$ cat src/rtl/serial_negate_rx.sv
// rtl/serial_negate_rx.sv - LSB-first serial receiver with optional on-the-fly two's-complement negation
module serial_negate_rx #(
    parameter int WIDTH  = 8,
    parameter bit NEGATE = 1'b1
) (
    input  logic             clk,
    input  logic             reset,
    input  logic             bit_in,
    input  logic             bit_valid,
    input  logic             sof,
    output logic [WIDTH-1:0] word_out,
    output logic             word_valid,
    input  logic             word_ready,
    output logic             neg_ovf,
    output logic             overrun,
    output logic             frame_err
);

    localparam int CW = (WIDTH > 2) ? $clog2(WIDTH) : 1;

    localparam logic [0:0] IDLE  = 1'b0;
    localparam logic [0:0] SHIFT = 1'b1;

    logic [0:0]       state;
    logic [CW-1:0]    cnt;
    logic             q;
    logic [WIDTH-1:0] sr;

    logic             accept;
    logic             q_term;
    logic             obit;
    logic             complete;
    logic             buf_load;
    logic             bad_frame;
    logic [CW-1:0]    pos;
    logic [WIDTH-1:0] full_word;

    // sof always restarts at bit 0 with a clean borrow, even in the middle of a word
    always_comb begin
        accept    = bit_valid & (sof | (state == SHIFT));
        bad_frame = bit_valid & (sof ? (state == SHIFT) : (state == IDLE));
        q_term    = sof ? 1'b0 : q;
        obit      = NEGATE ? (bit_in ^ q_term) : bit_in;
        pos       = sof ? '0 : cnt;
        complete  = accept & (pos == CW'(WIDTH - 1));
        full_word = sr;
        full_word[pos] = obit;
        buf_load  = complete & (~word_valid | word_ready);
    end

    always_ff @(posedge clk) begin
        if (reset) begin
            state      <= IDLE;
            cnt        <= '0;
            q          <= 1'b0;
            sr         <= '0;
            word_out   <= '0;
            word_valid <= 1'b0;
            neg_ovf    <= 1'b0;
            overrun    <= 1'b0;
            frame_err  <= 1'b0;
        end else begin
            overrun   <= 1'b0;
            frame_err <= bad_frame;

            if (accept) begin
                sr[pos] <= obit;
                q       <= NEGATE ? (q_term | bit_in) : 1'b0;
                if (complete) begin
                    state <= IDLE;
                    cnt   <= '0;
                end else begin
                    state <= SHIFT;
                    cnt   <= pos + 1'b1;
                end
            end

            // Only the most-negative input has no borrow before a set MSB
            if (buf_load) begin
                word_out   <= full_word;
                neg_ovf    <= NEGATE & ~q_term & bit_in;
                word_valid <= 1'b1;
            end else if (complete) begin
                overrun <= 1'b1;
            end else if (word_valid && word_ready) begin
                word_valid <= 1'b0;
            end
        end
    end

endmodule
$ cat config.mk
export PLATFORM = sky130hd
export DESIGN_NAME = serial_negate_rx
export DESIGN_NICKNAME = d
export VERILOG_FILES = /design/src/rtl/serial_negate_rx.sv
export SDC_FILE = /design/constraint.sdc
export NUM_CORES = 1
export LEC_CHECK = 0
export ABC_CLOCK_PERIOD_IN_PS = 2900
export CELL_PAD_IN_SITES_DETAIL_PLACEMENT = 0
export CELL_PAD_IN_SITES_GLOBAL_PLACEMENT = 1
export CORE_MARGIN = 10
export CORE_UTILIZATION = 42
export CTS_BUF_LIST = sky130_fd_sc_hd__clkbuf_8
export CTS_CLUSTER_DIAMETER = 150
export CTS_CLUSTER_SIZE = 24
export DETAILED_ROUTE_END_ITERATION = 10
export MAX_ROUTING_LAYER = met4
export PLACE_DENSITY = 0.89
export REMOVE_ABC_BUFFERS = 1
export SLEW_MARGIN = 40
export SYNTH_ARGS = -nofsm -noshare
export SYNTH_HDL_FRONTEND = slang
export SYNTH_SLANG_ARGS = --single-unit
$ cat constraint.sdc
create_clock -name clk -period 2.9 [get_ports clk]
set_clock_uncertainty 0.2 [all_clocks]
set_input_delay 0.725 -clock clk [delete_from_list [all_inputs] [get_ports clk]]
set_output_delay 0.725 -clock clk [all_outputs]
set_load 0.01 [all_outputs]
==> reports/qor.yml <==
outcome: "complete, no violations"
async_reset_ff_share_pct: 0
routed_wl_um: 2920
combPwrFrac_pct: 10.8
drive_gt1_share_pct: 15.7
power_frac_clock_pct: 31.8
track_usage_pct: 10.9
cts_setup_buffers: 0
initial_core_util_pct: 42.8
antenna_found_initial: 0
diodes: 0
power_density_nw_per_um2: 400
cp.buffers_inverters: 1
crit_path_max_incr_delay_ns: 0.50
finalCritPeriodShare_pct: 88.4
utilization_pct: 51.6
core-area_um2: 3000
drt_iter0_markers: 94
cts_made_buffers: 3
io_pins: 18
crit_family: "simple AND/OR/NAND/NOR gates"
ir_worst_vdd_mv: 0.131
wl_per_cell_um: 15.2
dp_hpwl_um: 2180
crit_path_top_delay_cell: "clkdlybuf4s50_1"
cts_hold_buf: 0
r2r_end: "word_out[6]"
ant_nets: 0
maxSlewHeadroom_pct: 66.3
rsz0062_at_grt: "no"
setup_tns_ns: 0
rows: 20
synth_flop_cell: "dfxtp_1"
swShare_pct: 23.7
synth_most_common_cell: "dfxtp_1"
r2r_cells: 6
ys_seq_elements: 25
switchingPower_w: 0.000147
grt_max_degree: 26
ys_types: 33
synth_compound_area_share_pct: 26.9
synthToLayoutAreaGrowth_pct: 20.5
crit_chain: "clkdlybuf4s50_1, nor2b_1, ha_1, ha_1, and3b_1, and2_1, a311oi_2"
drc: 0
path_max_fanout: 8
port_buffers: 17
cts_tree: "yes"
synth_common_cells: "dfxtp_1, a21oi_1, nand3_1"
end_kind: "flop"
tightest_slew_ns: 0.505
yosys_warnings: 0
synth-seq-area-share_pct: 38.9
clk_latency_ns: 0.26
synth_top_family_by_area: "compound AO/OA/AOI/OAI gates"
grt_pass1_vias: 1100
path_common_cell: "ha_1"
placed_cells: 188
yosys.area_share.simple_pct: 23.0
postSynthCellCount: 142
arrival_ns: 2.48
r2r-start: "cnt[0]"
cts-root-buf: "clkbuf_8"
holdPathStages: 2
grt_overflow: 0
hold_path_class: "reg2reg"
yosys.area.top_type: "dfxtp_1"
grt_first_pass_wirelength_um: 4860
viasPerCell: 5.86
post_cts_resized: 0
start_kind: "input port"
die_area_um2: 5680
num_vias: 1126
cts_sinks: 25
leakage_nw: 0.525
path_class: "in2reg"
holdCritStartpoint: "sr[1]"
finalSetupViolations: 0
first_pass_iters: 4
die_y_um: 75.3
cap_violations: 0
cts_buffer_depth: 2
synthMuxAreaShare_pct: 0.778
p_int_w: 0.000473
synth_top_area_share_pct: 38.9
synth-xor-area-share_pct: 0
syn_area_um2: 1290
final_cells: 192
yosys.area_share.adder_pct: 4.86
finalMaxSlewViolations: 0
synth_area_leaders: "dfxtp_1, a311oi_2, a21oi_1"
h-tree-depth: 1
nets: 171
gp_congestion: 0.876
ff2ff_setup_slack_ns: 0.66
post_synth.cell_area_avg_um2: 9.06
min_to: "sr[1]"
cp.required_ns: 2.82
die_w_um: 75.3
hold_viol: 0
fmax_ghz: 0.390
period_needed_ns: 2.56
clkTransAtPathRegs_ns: 0.09
synth_edf_count: 0
pwr-share-seq_pct: 57.4
how the worst max path moves through the flow:
stage / end / cells after the start / start / slack [ns]
floorplan: word_out[0] / 6 / sof / 0.26
global placement: word_out[5] / 6 / sof / 0.09
global route: word_out[2] / 7 / sof / 0.16
detailed placement: word_out[2] / 7 / sof / 0.04
CTS: word_out[2] / 7 / sof / 0.33
finish: word_out[6] / 7 / sof / 0.34
kinds of logic after synthesis:
| logic type | count (synthesis) |
|---|---|
| AND/OR/NAND/NOR | 49 |
| AO/OA/AOI/OAI | 46 |
| flip-flops | 25 |
| buffers and inverters | 16 |
| adder cells (fa/ha/maj) | 5 |
| multiplexers | 1 |
sequential cells by signal, summed over array words and instances (netlist names):
name,count
cnt,3
frame_err,1
neg_ovf,1
overrun,1
q,1
sr,8
state,1
word_out,8
word_valid,1
metrics by stage:
step | total power, W | hold WS [ns] | area, µm² | setup WS, ns
floorplan | 0.000394 | 0.235 | 1230 | 0.265
detailed placement | 0.000430 | 0.266 | 1510 | 0.0406
CTS | 0.000625 | 0.277 | 1550 | 0.326
finish | 0.000620 | 0.274 | 1550 | 0.337
global route | 0.000643 | 0.315 | 1550 | 0.162
global placement | 0.000429 | 0.254 | 1510 | 0.0893
power by group through the flow:
stage	Clock [W]	Sequential, W	Combinational, W
final	0.000197	0.000356	0.0000670
after global routing	0.000212	0.000356	0.0000746
after CTS	0.000202	0.000356	0.0000673
after detailed placement	0	0.000363	0.0000669
after global placement	0	0.000363	0.0000656
after floorplan	0	0.000362	0.0000325
cell type report:
cell class / instances / area (µm²)
sequential: 25 / 500
clock inverter: 1 / 3.75
fill: 288 / 1450
multi-input combinational: 101 / 714
timing repair buffer: 26 / 238
inverter: 3 / 11.3
tap: 33 / 41.3
clock buffer: 3 / 41.3
tightest hold or removal path: stages (launching register included):
cell and delay (ns):
dfxtp_1 0.32, o31ai_1 0.06, a21oi_1 0.06
metal layers:
metal  GRT usage, %  up-vias  part of all wire [%]
met2           18.6       22                    49
met1           12.4      547                    46
li1               -      555                     -
met5              -        -                     0
met4           2.89        0                  0.27
met3           2.86        2                   4.8
cells in the final DEF, fill, tap and decap left out, types with 2 or more instances in the layout:
master            n
nor2b_1           6
a21bo_2           4
nor2_1            4
o21ai_0           3
nand2_1           6
clkbuf_8          3
inv_1             4
ha_1              5
and2_1            2
a311oi_2          7
nand3_1          14
o21ai_1           4
buf_4             9
nand3b_1          3
clkdlybuf4s50_1  17
nor3_1            2
nand2b_1          4
a21oi_1          20
dfxtp_1          25
a211oi_1          2
o31ai_1           4
(Power assumes the default switching activity.)
